## config.mk

```make
export PLATFORM = sky130hd
export DESIGN_NAME = imu_gyro_unpacker
export DESIGN_NICKNAME = d
export VERILOG_FILES = /design/src/rtl/imu_gyro_unpacker.sv
export SDC_FILE = /design/constraint.sdc
export NUM_CORES = 1
export LEC_CHECK = 0
export ABC_AREA = 1
export BUFFER_PORTS_ARGS = -buffer_cell sky130_fd_sc_hd__buf_2
export CORE_ASPECT_RATIO = 1.25
export CORE_MARGIN = 2
export CORE_UTILIZATION = 55
export CTS_CLUSTER_SIZE = 12
export DETAILED_ROUTE_END_ITERATION = 6
export PLACE_DENSITY = 0.74
export SYNTH_ARGS = -nofsm -noshare
export SYNTH_HDL_FRONTEND = slang
export SYNTH_SLANG_ARGS = --single-unit
```

## constraint.sdc

```tcl
create_clock -name clk -period 6.2 [get_ports clk]
set_clock_uncertainty 0.2 [all_clocks]
set_input_delay 0.31 -clock clk [delete_from_list [all_inputs] [get_ports clk]]
set_output_delay 0.31 -clock clk [all_outputs]
set_load 0.03 [all_outputs]
```

## src/rtl/imu_gyro_unpacker.sv

```systemverilog
// rtl/imu_gyro_unpacker.sv - MPU-6050 gyro burst unpacker with zero-rate bias calibration
// Stage 1 latches the raw burst; stage 2 either accumulates bias or emits corrected, saturated rates.
module imu_gyro_unpacker #(
   parameter int CALIB_SHIFT = 4
) (
   input  logic               clk,
   input  logic               rst_n,
   input  logic               end_flag,
   input  logic               rd_phase,
   input  logic [7:0]         received_data [7:0],
   input  logic               recal,
   output logic signed [15:0] gyro_x,
   output logic signed [15:0] gyro_y,
   output logic signed [15:0] gyro_z,
   output logic               sample_valid,
   output logic               calib_done
);

   localparam int ACC_W = 16 + CALIB_SHIFT;
   localparam int CNT_W = CALIB_SHIFT + 1;
   localparam logic [CNT_W-1:0] CNT_FULL = CNT_W'(1) << CALIB_SHIFT;

   typedef enum logic {S_CALIB, S_RUN} state_e;

   state_e                   state_q, state_d;
   logic                     flag_q;
   logic                     s1_valid_q, s1_valid_d;
   logic signed [15:0]       raw_q  [3];
   logic signed [15:0]       raw_d  [3];
   logic signed [15:0]       bias_q [3];
   logic signed [15:0]       bias_d [3];
   logic signed [15:0]       gyro_q [3];
   logic signed [15:0]       gyro_d [3];
   logic signed [ACC_W-1:0]  acc_q  [3];
   logic signed [ACC_W-1:0]  acc_d  [3];
   logic signed [ACC_W-1:0]  sum    [3];
   logic signed [16:0]       diff   [3];
   logic [CNT_W-1:0]         cnt_q, cnt_d;
   logic                     valid_q, valid_d;
   logic                     done_q, done_d;
   logic                     accept;
   logic                     unused_bytes;

   function automatic logic signed [15:0] sat16(input logic signed [16:0] v);
      if (v[16] != v[15]) begin
         return v[16] ? 16'sh8000 : 16'sh7FFF;
      end
      return v[15:0];
   endfunction

   // flag_q resets high so a completion already asserted at reset release is not taken
   assign accept       = end_flag & ~flag_q & rd_phase;
   assign unused_bytes = ^{received_data[6], received_data[7]};

   always_comb begin
      for (int i = 0; i < 3; i++) begin
         sum[i]  = acc_q[i] + ACC_W'(raw_q[i]);
         diff[i] = 17'(raw_q[i]) - 17'(bias_q[i]);
      end
   end

   always_comb begin
      state_d    = state_q;
      s1_valid_d = accept & ~recal;
      raw_d      = raw_q;
      bias_d     = bias_q;
      gyro_d     = gyro_q;
      acc_d      = acc_q;
      cnt_d      = cnt_q;
      valid_d    = 1'b0;
      done_d     = done_q;

      if (accept) begin
         raw_d[0] = {received_data[0], received_data[1]};
         raw_d[1] = {received_data[2], received_data[3]};
         raw_d[2] = {received_data[4], received_data[5]};
      end

      if (recal) begin
         for (int i = 0; i < 3; i++) acc_d[i] = '0;
         cnt_d   = '0;
         done_d  = 1'b0;
         state_d = S_CALIB;
      end else if (s1_valid_q) begin
         case (state_q)
            S_CALIB: begin
               acc_d = sum;
               cnt_d = cnt_q + CNT_W'(1);
               if (cnt_d == CNT_FULL) begin
                  for (int i = 0; i < 3; i++) bias_d[i] = 16'(sum[i] >>> CALIB_SHIFT);
                  done_d  = 1'b1;
                  state_d = S_RUN;
               end
            end
            S_RUN: begin
               for (int i = 0; i < 3; i++) gyro_d[i] = sat16(diff[i]);
               valid_d = 1'b1;
            end
            default: state_d = S_CALIB;
         endcase
      end
   end

   always_ff @(posedge clk or negedge rst_n) begin
      if (!rst_n) begin
         state_q    <= S_CALIB;
         flag_q     <= 1'b1;
         s1_valid_q <= 1'b0;
         cnt_q      <= '0;
         valid_q    <= 1'b0;
         done_q     <= 1'b0;
         for (int i = 0; i < 3; i++) begin
            raw_q[i]  <= '0;
            bias_q[i] <= '0;
            gyro_q[i] <= '0;
            acc_q[i]  <= '0;
         end
      end else begin
         state_q    <= state_d;
         flag_q     <= end_flag;
         s1_valid_q <= s1_valid_d;
         cnt_q      <= cnt_d;
         valid_q    <= valid_d;
         done_q     <= done_d;
         raw_q      <= raw_d;
         bias_q     <= bias_d;
         gyro_q     <= gyro_d;
         acc_q      <= acc_d;
      end
   end

   assign gyro_x       = gyro_q[0];
   assign gyro_y       = gyro_q[1];
   assign gyro_z       = gyro_q[2];
   assign sample_valid = valid_q;
   assign calib_done   = done_q;

endmodule

```

# [Word level (Yosys, flattened, before mapping)]
# Index checks and enable logic that the tools add are counted.
[totals] reg_bits=214 inputBits=69 out_inout_bits=50 elab_cells=80
[op_classes] add_sub_neg=7 eq_ne=5 n_mux=38 n_bitwise=6 reduce_logical=6
[op_table] cell="60-bit 2-to-1 mux" n=3
[op_table] cell="16-bit 2-to-1 mux" n=9
[op_table] cell="20-bit by 16-bit adder with 20-bit output" n=3
[op_table] cell="16-bit by 16-bit subtractor with 17-bit output" n=3
[op_table] cell="1-bit 2-to-1 mux" n=23
[op_table] cell="5-bit 2-to-1 mux" n=3
[op_table] cell="3-bit AND reduction" n=2
[op_table] cell="5-bit by 1-bit adder with 5-bit output (second input constant)" n=1
[op_table] cell="5-bit == test (second input constant)" n=1
[op_table] cell="4-bit AND reduction" n=1
[op_table] cell="2-bit nonzero test" n=2
[op_table] cell="1-bit bitwise AND" n=3
[op_table] cell="1-bit != test" n=3
[op_table] cell="1-bit NOT" n=3
[op_table] cell="2-bit != test (second input constant)" n=1
[op_table] cell="2-bit AND reduction" n=1

# [Logic depth before layout (Yosys ltp)]
# Gate-level depths: netlist (run 1).
[logic_depth] word_depth=7 depth_mapped=16 mapped_depth_nobuf=15

# [Least setup slack after synthesis (run 1)]
# Ideal clock, no wire load.
[synth_path] path_type="register to register" from="register raw_q[16] (netlist bit)" to="register gyro_q (netlist bit gyro_y[10])" setup_ns=0.121 t_arrival_ns=1.989 required_time_ns=5.879 slack_ns=3.891 path_stages_with_launch=16 n_path_buf=1 period_less_slack_ns=2.309 cell_sequence="dfrtp_1 inv_1 ha_1 inv_1 fa_1 nand2_1 nand2_1 nand3_1 nand2_1 nand2_2 nand2_2 nand2_1 nand2_2 a21oi_4 buf_6 a21oi_2"
[synth_via] elab_chain_len=7 word_cells_on_any_way=9 classes_between="add/sub: 1; eq/ne: 1; mux: 7"
[synth_rtl] element="start: declaration" line="28" source="logic signed [15:0] raw_q [3];"
[synth_rtl] element="start signal: assignment" line="125" source="raw_q <= raw_d;"
[synth_rtl] element="16-bit by 16-bit subtractor with 17-bit output (*)" line="58" source="diff[i] = 17'(raw_q[i]) - 17'(bias_q[i]);"
[synth_rtl] element="1-bit != test" line="45" source="if (v[16] != v[15]) begin"
[synth_rtl] element="1-bit 2-to-1 mux" line="45"
[synth_rtl] element="1-bit 2-to-1 mux" line="85" source="case (state_q)"
[synth_rtl] element="1-bit 2-to-1 mux" line="84" source="end else if (s1_valid_q) begin"
[synth_rtl] element="1-bit 2-to-1 mux" line="79" source="if (recal) begin"
[synth_rtl] element="16-bit 2-to-1 mux (*)" line="48" source="return v[15:0];"
[synth_rtl] element="end signal: assignment" line="127" source="gyro_q <= gyro_d;"
[synth_rtl] element="end: declaration" line="32" source="logic signed [15:0] gyro_q [3];"
# Every way passes the cells marked *; elsewhere a longest branch is shown, timed or not. The select of a mux whose other input is x is not followed.
# A chain may end at the register's enable or synchronous reset.

# [Worst setup path after layout (run 1)]
[layout_path] from="register cnt_q[0]" to="register bias_q[47] (netlist bit)"
[layout_via] elab_chain_len=3
[layout_rtl] element="start: declaration" line="38" source="logic [CNT_W-1:0] cnt_q, cnt_d;"
[layout_rtl] element="start signal: assignment" line="122" source="cnt_q <= cnt_d;"
[layout_rtl] element="5-bit by 1-bit adder with 5-bit output" line="88" source="cnt_d = cnt_q + CNT_W'(1);"
[layout_rtl] element="5-bit == test" line="89" source="if (cnt_d == CNT_FULL) begin"
[layout_rtl] element="4-bit AND reduction (no source line)"
[layout_rtl] element="end signal: assignment" line="126" source="bias_q <= bias_d;"
[layout_rtl] element="end: declaration" line="30" source="logic signed [15:0] bias_q [3];"
# Every way passes these cells.

==> results of run 1 <==
[final timing paths]
check                      startpoint    endpoint  slack, ps  depth (start not counted)
hold / removal                  rst_n  gyro_z[12]        210                          2
min in group clk             end_flag      flag_q        260                          2
setup reg to reg             cnt_q[0]  bias_q[47]       3020                          9
hold reg to reg             bias_q[7]   bias_q[7]        280                          2
setup / recovery             cnt_q[0]  bias_q[47]       3020                          9
max in group asynchronous       rst_n    acc_q[3]       4270                          3
[registers in the layout (all words and copies together) (netlist names), 5 cells and up]
| name | count |
|---|---|
| raw_q | 48 |
| cnt_q | 5 |
| gyro_x | 16 |
| acc_q | 60 |
| bias_q | 48 |
| gyro_z | 16 |
| gyro_y | 16 |
[power groups by stage]
stage	clock, mW	combinational (mW)	sequential (mW)
2_1_floorplan	0	0.908	1.57
3_3_place_gp	0	1.15	1.59
3_5_place_dp	0	1.18	1.59
4_1_cts	1.51	1.21	1.57
5_1_grt	1.56	1.38	1.58
6_report	1.48	1.21	1.57
[layer usage]
layer,track usage,vias to the layer above,share of wire
met2,0.4896,293,0.51
met3,0.03094,60,0.045
li1,-,6344,-
met4,0.07390,0,0.025
met1,0.3252,5908,0.42
met5,0,-,0
[worst max-delay path: stages (launching register included)]
cell	delay (ps)
dfrtp_1	390
ha_1	190
nand2_1	90
nor2_1	180
xor2_2	260
nand3_4	390
inv_2	770
buf_4	390
nand3_1	100
o21ai_0	100
[through the flow]
step | util | instance area, um^2 | power (mW)
after global routing | 0.6370 | 16460 | 4.523
after floorplan | - | 14350 | 2.479
after detailed placement | 0.5860 | 15150 | 2.770
after CTS | 0.6370 | 16460 | 4.289
after global placement | 0.5860 | 15150 | 2.746
final | 0.6370 | 16460 | 4.259
[cell type report]
type | count | area share
clock buffers | 33 | 0.04225
clock inverters | 7 | 0.006839
inverters | 224 | 0.05107
multi-input cells | 1400 | 0.4829
flip-flops and latches | 214 | 0.3253
well taps | 340 | 0.02584
repair buffers | 160 | 0.06581
[cell families after synthesis]
group	synth area share
muxes	0.03295
DFF	0.3732
xor gates and xnor gates	0.03775
AOI/OAI and AO/OA	0.1116
adders and majority gates	0.1008
buffers and inverters	0.07427
and+or+nand+nor	0.2695
[cell usage after synthesis (11+ instances only)]
library cell and count:
nand2_1 589, inv_1 222, dfrtp_1 213, nor2_1 145, nand3_1 115, ha_1 106, a21oi_1 89, o21ai_0 62
xor2_1 48, mux2_2 42, a21oi_2 35, nor3_1 19, clkbuf_1 18, nand3b_1 17, nand2_2 16, o21bai_1 16
nand4_1 14, xnor2_1 12, a22o_1 11
==> summary.md, run 1 <==
| Metric | Value |
|---|---|
| Status | `complete, no violations` |
| Slew headroom | `0.4299` |
| Pre-antenna DRT Iters | `5` |
| Drt drc | `0` |
| RSZ-0062 raised after global routing | `false` |
| TNS Setup | `0 ps` |
| Commonest non-fill, non-tap cells in the layout | `589 x nand2_1, 222 x inv_1, 213 x dfrtp_1, 143 x nor2_1, 115 x nand3_1` |
| # IOs | `between 100 and 150` |
| Detail Route Antenna Nets | `0` |
| Die area | `approximately 27000 um^2` |
| Critical setup path kind | `flip-flop to flip-flop` |
| CTS Buffer Depth | `3` |
| Fin cells | `between 2000 and 2500` |
| P&R area growth vs syn | `14.72%` |
| P_leak | `8.989 nW` |
| Post-route setup slack | `3020 ps` |
| Sequential cell area | `roughly 5400 um^2` |
| Ant diodes | `0` |
| Max cap viols | `0` |
| Synth area leader | `dfrtp_1` |
| Total clock sinks | `~210` |
| Fin crit share | `0.5129` |
| Startpoint types | `flip-flop` |
| Cell Area, Synth | `~14000 um^2` |
| Clock Tree Root | `clkbuf_16` |
| Cts repair resizes | `0` |
| Clock transition at path regs | `60 ps` |
| Core area | `approximately 26000 um^2` |
| GPL Wtd Cong | `0.9116` |
| IO Port Bufs | `102` |
| Die Y | `184.6 um` |
| Num rows | `66` |
| Ranking of synthesized cells by area | `dfrtp_1 37%, nand2_1 15%, ha_1 9.2%` |
| Drt first-iter violations | `between 600 and 700` |
| Top-area cell type share of the netlist area | `0.3714` |
| Dpl ws | `~3000 ps` |
| CTS tree | `yes` |
| Gate power share | `0.284` |
| FFs w/ async S/R, synth | `1.000` |
| Cts hold-fix bufs | `51` |
| Sw power | `~1.4 mW` |
| Share of power burned in the clock network | `0.348` |
| Starting density of the core | `0.5553` |
| Via count | `12610` |
| Multi-input logic area | `a little under 8000 um^2` |
| Post-synthesis average cell area | `7.647 um^2` |
| Main synth FF type | `dfrtp_1` |
| # nets final | `~2200` |
| Tot GR Track Use | `0.2650` |
| Hold WS | `around 210 ps` |
| Mapped Cells | `~1900` |
| Max H-tree Level | `1` |
| Final setup viols | `0` |
| Yosys warnings | `0` |
| Post-DP HPWL | `between 20 and 30 mm` |
| Internal Dissipation | `about 2.8 mW` |
| Most common library cell in the layout ignoring fill and taps | `nand2_1` |
| Peak VDD IR | `~0.00021 V` |
| CP endpoint kind | `flip-flop` |
| EDFF count, synth | `0` |
| Die W | `roughly 150 um` |
| Routed vias/inst | `5.301` |
| Post-CTS setup buffer count | `0` |
| Max Clock Freq | `between 0.3 and 0.4 GHz` |
| Mapped Nets | `roughly 2000` |
| Slew @ Worst Pin | `855.2 ps` |
| #FFs+latches synth | `about 210` |
| Synth cell types | `43` |
| Crit Path Max Fanout | `48` |
| Share of layout cells above drive strength 1 | `0.1281` |
| Final worst path period need | `between 3000 and 4000 ps` |
| Endpoints failing hold | `0` |
| Initial antenna violation count | `0` |
| Pwr Density | `between 200 and 300 nW/um^2` |
| CP arrival | `3400 ps` |
| WL/cell | `between 10 and 15 um` |
| CTS Buf Count | `24` |
| Largest net degree at the start of global routing | `110` |
| Vias in the first global route | `~13000` |
| Post-synthesis sequential area ratio | `0.3732` |
| Dpl cells | `between 2000 and 2500` |
| Required time of the critical path | `around 6400 ps` |
| Max Slew Vio Count | `0` |
| Worst Hold Class | `input pin to async pin` |
| Seq pwr share | `0.368` |
| Global route overflow | `0` |
| Net Sw Frac | `0.3375` |
| Worst-skew pair later-pin latency | `~520 ps` |
| First-pass GRT wire length | `approximately 60 mm` |
| Overall routed net length | `about 35 mm` |
| Fill count | `~2200` |
(Power assumes the default switching activity.)
==> inputs of run 2 (changes only) <==
Settings changed: PLACE_DENSITY 0.74 to 0.77.
Clock period 6.2 ns to 2.7 ns, I/O delays scaled along.
==> run 2 against run 1 <==
Effect of this change:
- power grew 130%
- sequential power grew 130%
- die area is the same
- core utilization grew 1.2 points
- critical path depth grew 6
- setup slack lost 2900 ps
- critical endpoint is now gyro_z[2]
- largest cell class unchanged
==> summary.md, run 2 (synthesized netlist as in run 1, its figures left out) <==
| Metric | Value |
|---|---|
| RSZ-0062 raised after global routing | `false` |
| Startpoint types | `flip-flop` |
| GPL Wtd Cong | `0.9275 (+1.7%)` |
| CTS Buf Count | `24 (unchanged)` |
| Max Clock Freq | `0.3886 GHz (+24%)` |
| Required time of the critical path | `2900 ps (-3520 ps)` |
| Top reg by flops | `acc_q` |
| Drt first-iter violations | `635 (-2.2%)` |
| Max cap viols | `0 (unchanged)` |
| Post-DP HPWL | `26.35 mm (+3.5%)` |
| Largest register FFs | `60 (unchanged)` |
| Initial antenna violation count | `1 (+1)` |
| Largest regs | `acc_q: 60 flops, bias_q: 48 flops, raw_q: 48 flops` |
| Fin cells | `2399 (+0.88%)` |
| Total clock sinks | `214 (unchanged)` |
| Crit path cell chain | `inv_1 -> ha_1 -> inv_1 -> fa_1 -> nand2_1 -> nand2_1 -> nand3_1 -> nand2_2 -> nand2_2 -> nand2_1 -> nand2_1 -> nand2_2 -> a21oi_4 -> buf_12 -> a21oi_1` |
| Share of layout cells above drive strength 1 | `0.1385 (+0.01042)` |
| Bufs and invs on worst path | `3 (+1)` |
| Clock Tree Root | `clkbuf_16` |
| Overall routed net length | `36.30 mm (+2.8%)` |
| Pwr Density | `589.7 nW/um^2 (+130%)` |
| Slew headroom | `0.5893 (+0.1594)` |
| Max Slew Vio Count | `0 (unchanged)` |
| Dpl cells | `2304 (+0.74%)` |
| # nets final | `2226 (+0.95%)` |
| Fill count | `2218 (-0.76%)` |
| Die area | `27410 um^2 (unchanged)` |
| Peak VDD IR | `0.0005278 V (+150%)` |
| Global route overflow | `0 (unchanged)` |
| CP Launch Point | `raw_q[0]` |
| Critical setup path kind | `flip-flop to flip-flop` |
| P&R area growth vs syn | `16.81%` |
| Starting density of the core | `0.5553 (unchanged)` |
| # IOs | `119 (unchanged)` |
| Die W | `148.5 um (unchanged)` |
| Via count | `12890 (+2.3%)` |
| Largest net degree at the start of global routing | `67 (-39%)` |
| CP arrival | `2770 ps (-630 ps)` |
| IO Port Bufs | `102 (unchanged)` |
| P_leak | `9.140 nW (+1.7%)` |
| Post-CTS setup buffer count | `0 (unchanged)` |
| Endpoints failing hold | `0 (unchanged)` |
| Worst reg2reg path startpoint | `raw_q[0]` |
| Commonest non-fill, non-tap cells in the layout | `588 x nand2_1, 222 x inv_1, 213 x dfrtp_1, 143 x nor2_1, 115 x nand3_1` |
| Slew @ Worst Pin | `615.4 ps (-239.8 ps)` |
| Worst path max stage delay | `410 ps (-360 ps)` |
| Crit Path Max Fanout | `15 (-69%)` |
| CTS Buffer Depth | `3 (unchanged)` |
| WL/cell | `15.13 um (+1.9%)` |
| First-pass GRT wire length | `60.92 mm (+2.0%)` |
| Worst-skew pair later-pin latency | `520 ps (about the same)` |
| Vias in the first global route | `12930 (+3.0%)` |
| Detail Route Antenna Nets | `0 (unchanged)` |
| Slowest CP cell | `fa_1` |
| Tot GR Track Use | `0.2701 (+0.005125)` |
| Die Y | `184.6 um (unchanged)` |
| Worst Hold Class | `input pin to flip-flop` |
| Pre-antenna DRT Iters | `7 (+2)` |
| Clock transition at path regs | `60 ps (about the same)` |
| TNS Setup | `0 ps (unchanged)` |
| Final worst path period need | `2573 ps (-606.5 ps)` |
| CP endpoint kind | `flip-flop` |
| Max H-tree Level | `1 (unchanged)` |
| Fin crit share | `0.9531 (+0.4402)` |
| Core area | `25850 um^2 (unchanged)` |
| Crit path top cell by count | `nand2_1` |
| Status | `complete, no violations` |
| Largest delay share family, worst path | `simple AND/OR/NAND/NOR gates` |
| Startpoint of the worst hold path | `rd_phase` |
| Num rows | `66 (unchanged)` |
| Routed vias/inst | `5.374 (+1.4%)` |
| Drt drc | `0 (unchanged)` |
| Final setup viols | `0 (unchanged)` |
| CTS tree | `yes` |
| Most common library cell in the layout ignoring fill and taps | `nand2_1` |
run 2: changes by cell type in the layout (fill, tap and decap cells not counted), moves of 2 or more:
cell,previous run,this run
buf_4,7,16
clkbuf_1,4,1
dlygate4sd3_1,51,53
buf_12,0,8
clkinv_2,3,5
run 2: layer usage:
layer / track usage / vias up / part of all wire
met1: 0.3258 / 6109 / 0.42
met5: 0 / - / 0
met2: 0.5006 / 313 / 0.51
met4: 0.08838 / 0 / 0.031
met3: 0.02995 / 75 / 0.047
li1: - / 6396 / -
run 2: cell type report:
cell class | count | area [um^2] | area share
Antenna cell | 1 | 2.502 | 0.0001493
Clock buffer | 31 | 698.2 | 0.04164
Clock inverter | 8 | 115.1 | 0.006866
Inverter | 224 | 840.8 | 0.05015
Multi-Input combinational cell | 1401 | 7970 | 0.4754
Sequential cell | 214 | 5356 | 0.3195
Tap cell | 340 | 425.4 | 0.02538
Timing Repair Buffer | 180 | 1356 | 0.08090
run 2: what timing repair did:
| action | 4_1_cts | 5_1_grt |
|---|---|---|
| hold buffers | 53 | 0 |
| endpoints found under the hold margin | 282 | 0 |
| setup endpoints to repair | 0 | 20 |
| resized for setup | 0 | 5 |
run 2: worst paths after layout:
path	endpoint	slack, ps	cells after the start
setup / recovery	gyro_z[2]	130	15
hold / removal	s1_valid_q	20	4
setup reg to reg	gyro_z[2]	130	15
hold reg to reg	bias_q[2]	280	2
max in group asynchronous	gyro_z[0]	470	4
min in group asynchronous	raw_q[2]	480	3
run 2: through the flow:
step | worst slack (ps) | total power [mW] | hold WS, ps | utilization | instance area (um^2)
after floorplan | 390.5 | 5.693 | -360.6 | - | 14350
after global placement | 204.0 | 6.311 | -52.13 | 0.5948 | 15370
after detailed placement | 169.1 | 6.387 | -53.12 | 0.5948 | 15370
after CTS | 120.3 | 9.899 | 12.40 | 0.6468 | 16720
after global routing | 0.7159 | 10.48 | 69.39 | 0.6486 | 16760
final | 126.8 | 9.886 | 18.03 | 0.6486 | 16760
run 2: power breakdown:
part | total, mW | switching (mW) | internal (mW)
combinational | 2.88 | 1.83 | 1.05
sequential | 3.59 | 0.196 | 3.39
clock | 3.42 | 1.34 | 2.09
run 2: worst register-to-register path, delay by kind of cell (launching register included):
family,cells,cell delay [ps]
simple gates,8,730
flops,1,380
buf+inv,3,320
compound gates,2,260
fa+ha+maj,2,560
